--- config.mk ---
export PLATFORM = sky130hd
export DESIGN_NAME = lru_access_arbiter
export DESIGN_NICKNAME = d
export VERILOG_FILES = /design/src/rtl/lru_access_arbiter.sv
export SDC_FILE = /design/constraint.sdc
export NUM_CORES = 1
export LEC_CHECK = 0
export ABC_AREA = 0
export BUFFER_PORTS_ARGS = -buffer_cell sky130_fd_sc_hd__buf_2
export CAP_MARGIN = 20
export CORE_MARGIN = 2
export CORE_UTILIZATION = 35
export CTS_BUF_LIST = sky130_fd_sc_hd__clkbuf_8
export DETAILED_ROUTE_END_ITERATION = 12
export SLEW_MARGIN = 30
export SYNTH_ARGS = -nofsm -noshare
export SYNTH_HDL_FRONTEND = slang
export SYNTH_SLANG_ARGS = --single-unit
export TNS_END_PERCENT = 1
--- constraint.sdc ---
create_clock -name clk -period 4.5 [get_ports clk]
set_input_delay 1.125 -clock clk [delete_from_list [all_inputs] [get_ports clk]]
set_output_delay 1.125 -clock clk [all_outputs]
set_load 0.02 [all_outputs]
--- src/rtl/lru_access_arbiter.sv ---
// Arbitrates fill and hit-update requests onto a shared LRU RAM, and sweeps every
// {set, way} through the access port after reset or flush to initialise the RAM.
//
// Handshake: a requester raises *_req with its operands and holds them stable until it
// sees *_gnt high in the same cycle; the grant is combinational, so the requester may
// drop or replace the request on the following edge.
module lru_access_arbiter #(
    parameter int NUM_SETS     = 64,
    parameter int NUM_WAYS     = 4,
    parameter int STARVE_LIMIT = 4,
    localparam int SET_INDEX_WIDTH = (NUM_SETS > 1) ? $clog2(NUM_SETS) : 1,
    localparam int WAY_INDEX_WIDTH = (NUM_WAYS > 1) ? $clog2(NUM_WAYS) : 1
) (
    input  logic                       clk,
    input  logic                       reset,
    input  logic                       flush_req,
    output logic                       init_busy,

    input  logic                       fill_req,
    input  logic [SET_INDEX_WIDTH-1:0] fill_req_set,
    output logic                       fill_gnt,
    output logic                       fill_way_valid,
    output logic [WAY_INDEX_WIDTH-1:0] fill_way_out,

    input  logic                       acc_req,
    input  logic [SET_INDEX_WIDTH-1:0] acc_req_set,
    input  logic [WAY_INDEX_WIDTH-1:0] acc_req_way,
    output logic                       acc_gnt,

    output logic                       lru_fill_en,
    output logic [SET_INDEX_WIDTH-1:0] lru_fill_set,
    input  logic [WAY_INDEX_WIDTH-1:0] lru_fill_way,

    output logic                       lru_access_en,
    output logic [SET_INDEX_WIDTH-1:0] lru_access_set,
    output logic                       lru_update_en,
    output logic [WAY_INDEX_WIDTH-1:0] lru_update_way,

    output logic                       state_dbg
);

    localparam int STARVE_W = (STARVE_LIMIT > 0) ? $clog2(STARVE_LIMIT + 1) : 1;
    localparam logic [SET_INDEX_WIDTH-1:0] SET_LAST  = SET_INDEX_WIDTH'(NUM_SETS - 1);
    localparam logic [WAY_INDEX_WIDTH-1:0] WAY_LAST  = WAY_INDEX_WIDTH'(NUM_WAYS - 1);
    localparam logic [STARVE_W-1:0]        STARVE_MAX = STARVE_W'(STARVE_LIMIT);

    typedef enum logic {
        ST_INIT = 1'b0,
        ST_RUN  = 1'b1
    } state_t;

    state_t                     state;
    logic [SET_INDEX_WIDTH-1:0] sweep_set;
    logic [WAY_INDEX_WIDTH-1:0] sweep_way;
    logic [STARVE_W-1:0]        starve_cnt;
    logic                       sweep_active;
    logic [WAY_INDEX_WIDTH-1:0] access_way;

    assign state_dbg = state;
    assign init_busy = (state == ST_INIT);
    assign fill_way_out = fill_way_valid ? lru_fill_way : '0;

    // The reset term keeps the sweep off the LRU port while reset is held.
    always_comb begin
        fill_gnt       = 1'b0;
        acc_gnt        = 1'b0;
        sweep_active   = reset && (state == ST_INIT);
        if (reset && (state == ST_RUN) && !flush_req) begin
            if (acc_req && (!fill_req || (starve_cnt == STARVE_MAX))) begin
                acc_gnt = 1'b1;
            end else if (fill_req) begin
                fill_gnt = 1'b1;
            end
        end
        lru_fill_en    = fill_gnt;
        lru_fill_set   = fill_gnt ? fill_req_set : '0;
        lru_access_en  = sweep_active || acc_gnt;
        lru_access_set = '0;
        access_way     = '0;
        if (sweep_active) begin
            lru_access_set = sweep_set;
            access_way     = sweep_way;
        end else if (acc_gnt) begin
            lru_access_set = acc_req_set;
            access_way     = acc_req_way;
        end
    end

    always_ff @(posedge clk or negedge reset) begin
        if (!reset) begin
            state          <= ST_INIT;
            sweep_set      <= '0;
            sweep_way      <= '0;
            starve_cnt     <= '0;
            lru_update_en  <= 1'b0;
            lru_update_way <= '0;
            fill_way_valid <= 1'b0;
        end else begin
            lru_update_en  <= lru_access_en;
            lru_update_way <= access_way;
            fill_way_valid <= fill_gnt;

            if (acc_req && !acc_gnt) begin
                if (starve_cnt != STARVE_MAX) begin
                    starve_cnt <= starve_cnt + STARVE_W'(1);
                end
            end else begin
                starve_cnt <= '0;
            end

            // Flush wins over sweep progress in either state.
            if (flush_req) begin
                state     <= ST_INIT;
                sweep_set <= '0;
                sweep_way <= '0;
            end else if (state == ST_INIT) begin
                if (sweep_way == WAY_LAST) begin
                    sweep_way <= '0;
                    if (sweep_set == SET_LAST) begin
                        sweep_set <= '0;
                        state     <= ST_RUN;
                    end else begin
                        sweep_set <= sweep_set + SET_INDEX_WIDTH'(1);
                    end
                end else begin
                    sweep_way <= sweep_way + WAY_INDEX_WIDTH'(1);
                end
            end
        end
    end

endmodule

==> results list <==
- Worst path top cell family by delay: simple AND/OR/NAND/NOR gates
- The detail route stage leaves a number of antenna-violating nets equal to 0.
* Root buffer cell: clkbuf_8
* Hold path startpoint: sweep_way[1]
- The max-slew violation total from the final report was 0.
* Residual overflow from global routing: 0
- Headroom to the max-slew limit came out at just under 60%.
* Slack of the worst reg-to-reg path: 2.82 ns
- The via count of the first global-routing pass was slightly above 700.
- The critical path contains buffers and inverters numbering 2 combined.
* Number of antenna diodes: 0
* Number of antenna violations at the first check in global routing: 0
* Area grow syn2layout: 30.8%
* Power, Total: 0.000327 W
- Total via count in the routed design: approximately 800
- Detail-routed via count per cell: ~4.8
- For this design, the sink count on the clock tree is 16.
* Final GP Congestion: 0.778
- In the final layout, the share of cells above drive strength 1 is 39.7%.
- For this design the static power due to leakage is 0.629 nW.
* Number of buffers created by CTS: 3
- Worst min-delay path category: flop to flop
* Critical R2R Capture: lru_update_way[1]
- Critical path endpoint category: output port
- Entering global routing, the biggest net connects 19 pins.
- No sink is reached through more buffers than the 2 on the longest clock path.
- In this run the cell area measured after placement is between 1000 and 1500 µm².
- The floorplan has 18 rows.
- CTS H-Tree Depth: 1
- Worst Hold Path Cells: 1
* DR iter-0 viols: 5
- CTS tree: yes
- In this run the tool buffered the top-level ports with 44 buffer cells.
- After synthesis, the netlist uses 27 different library cells.
* Clock insertion delay at the later pin of the skew report: roughly 0.25 ns
- Measured in cells, the most critical reg-to-reg path has a length of 6.
- STA classifies the critical path startpoint as an input pin.
- For this configuration, the core starts out at a cell density of 36.7%.
- Avg Cell Area, Syn: 9.69 µm²
- Unrepaired setup endpoints after global routing: no
- Kind of critical path: input pin to output port
- Post-CTS setup buffer count: 0
- Across the run, the number of max-cap violations was 0.
- Worst EP arrival: 2.54 ns
* Worst EP required: 3.38 ns
* Synthesis warning total: 0
- Summing the sequential cell areas from Yosys gives 44.4% of the chip area.
- IR analysis of the VDD net gives a maximum drop of ~0.00023 V.
- Wires add up to 1950 µm.
- The net count of the finished layout is between 150 and 200.
- Detailed-route DRC error count: 0
* Library cell contributing the largest single delay on the critical path: nor3_1
* First-pass GRT wire length: 3050 µm
- For the final routed database, the setup TNS stands at 0 ns.
- Detailed placement ended at an HPWL of 1550 µm.
- Number of endpoints with negative hold slack in the final report: 0
- Pin slew with the least headroom to its limit: roughly 0.63 ns
* Horizontal extent of the die: 54.7 µm
* Core area: 2450 µm²
- Design Area, Final: approximately 1200 µm²
* Time the worst path needs with I/O delays and setup: 3.67 ns
- The clock arrives with 0.00329 ns of skew.
* Worst-path maximum fanout: 18
- In this run the critical register-to-register path is launched from starve_cnt[0].
* # setup viols final: 0
- Counting every instance in the synthesized netlist gives 93.
* Final worst-path cycle share: 81.6%
- Result of the run: complete, no violations
* Die Y-Extent: 54.7 µm
* Average detailed-routed wire length per instance: approximately 12 µm
* Reg clk slew, reported paths: 0.07 ns
- Cells along the critical path: buf_2, nand2_1, nor3_1, and2_1, buf_2
- All-layer global routing usage: 14.3%
- The synthesized design contains 16 register bits.
- Among the stages of the critical path, the cell type that occurs most often is buf_2.
- Derived from the worst setup path, the maximum achievable clock frequency is 0.272 GHz.
- Syn_nets: 118
* Total Die Area: about 3000 µm²
* Total standard cell area after synthesis: 901 µm²
- First-pass detailed-route iteration total: 4
* Delay of the slowest critical-path stage: roughly 0.55 ns
- The path with the worst hold slack has its endpoint at lru_update_way[1].
- Gates resized during post-CTS repair numbered 0.
* Hold buffers post-CTS: 0
- In this run the power density over the cells is 277 nW/µm².
- Boundary pin count: 45
[power breakdown]
part	internal, W	switching (W)	total [W]
logic	0.0000185	0.0000224	0.0000409
clock network	0.0000775	0.0000511	0.000129
registers	0.000151	0.00000632	0.000157
total	0.000247	0.0000799	0.000327
[state kept, by name, summed over array words and instances, names as in the netlist]
signal,count
fill_way_valid,1
starve_cnt,3
lru_update_way,2
state_dbg,1
sweep_set,6
lru_update_en,1
sweep_way,2
[area by class of cell]
cell class,instances,area [µm²]
tap,30,37.5
multi-input combinational,69,454
inverter,3,11.3
timing repair buffer,44,220
sequential,16,400
fill,261,1280
clock buffer,4,55.1
[per-stage QoR]
step | worst slack [ns] | utilization [%] | hold slack [ns] | cells
global route | 0.611 | 48.0 | 0.599 | 166
global placement | 0.837 | 45.8 | 0.514 | 162
CTS | 0.778 | 48.0 | 0.564 | 166
floorplan | 0.958 | - | 0.491 | 93
detailed placement | 0.782 | 45.8 | 0.549 | 162
finish | 0.830 | 48.0 | 0.555 | 166
[cell usage in the layout (no fill, tap or decap), drive strengths merged, types with 2 or more instances in the layout]
cell,netlist,layout
buf,5,44
inv,3,3
or3,2,2
clkbuf,0,4
nand3,3,3
and2,9,9
dfrtp,16,16
a22o,8,8
nor2,10,10
nor3,2,2
ha,4,4
nand2,11,11
xor2,4,4
a21oi,5,5
[how the worst max path moves through the flow]
stage | start | endpoint | slack, ns | depth (start not counted)
finish | reset | lru_fill_set[1] | 0.83 | 5
global route | reset | lru_fill_set[5] | 0.61 | 5
CTS | reset | lru_fill_set[0] | 0.78 | 5
detailed placement | reset | lru_fill_set[1] | 0.78 | 5
global placement | reset | lru_access_set[2] | 0.84 | 6
floorplan | flush_req | lru_fill_set[0] | 0.96 | 3
[synthesized netlist by cell type]
| library cell | count | area [µm²] |
|---|---|---|
| dfrtp_1 | 16 | 400 |
| nand2_1 | 11 | 41.3 |
| nor2_1 | 10 | 37.5 |
| and2_1 | 9 | 56.3 |
| a22o_1 | 8 | 70.1 |
| a21oi_1 | 5 | 25.0 |
| ha_1 | 4 | 50.1 |
| xor2_1 | 4 | 35.0 |
| inv_1 | 3 | 11.3 |
| nand3_1 | 3 | 15.0 |
| buf_4 | 2 | 15.0 |
| nor3_1 | 2 | 10.0 |
| or3_1 | 2 | 12.5 |
| a211oi_2 | 1 | 12.5 |
| a21o_2 | 1 | 8.76 |
| and2b_2 | 1 | 8.76 |
| buf_1 | 1 | 3.75 |
| buf_2 | 1 | 5.00 |
| buf_6 | 1 | 11.3 |
| mux2i_1 | 1 | 10.0 |
| nand2b_1 | 1 | 6.26 |
| nand4_1 | 1 | 6.26 |
| nor2b_4 | 1 | 13.8 |
| o2111ai_2 | 1 | 15.0 |
| o21ai_0 | 1 | 5.00 |
| or2_2 | 1 | 6.26 |
| xnor2_1 | 1 | 8.76 |
[per-layer routing]
layer  part of all wire [%]  wire length [µm]  GRT usage, %  vias to the layer above
met1                     44               869          17.6                      378
met2                     52              1010          24.4                       10
met5                      0                 0             0                        -
li1                       -                 -             -                      402
met4                   0.51                10          2.50                        0
met3                    3.2                63          4.37                        2
[cells by family after synthesis]
family	after synthesis	share of synthesized area (%)
AO/OA/AOI/OAI	17	15.1
XOR/XNOR	5	4.86
adder cells (fa/ha/maj)	4	5.56
buffers and inverters	8	5.14
flip-flops	16	44.4
multiplexers	1	1.11
AND/OR/NAND/NOR	42	23.8
Power figures use the tool's default switching activity.
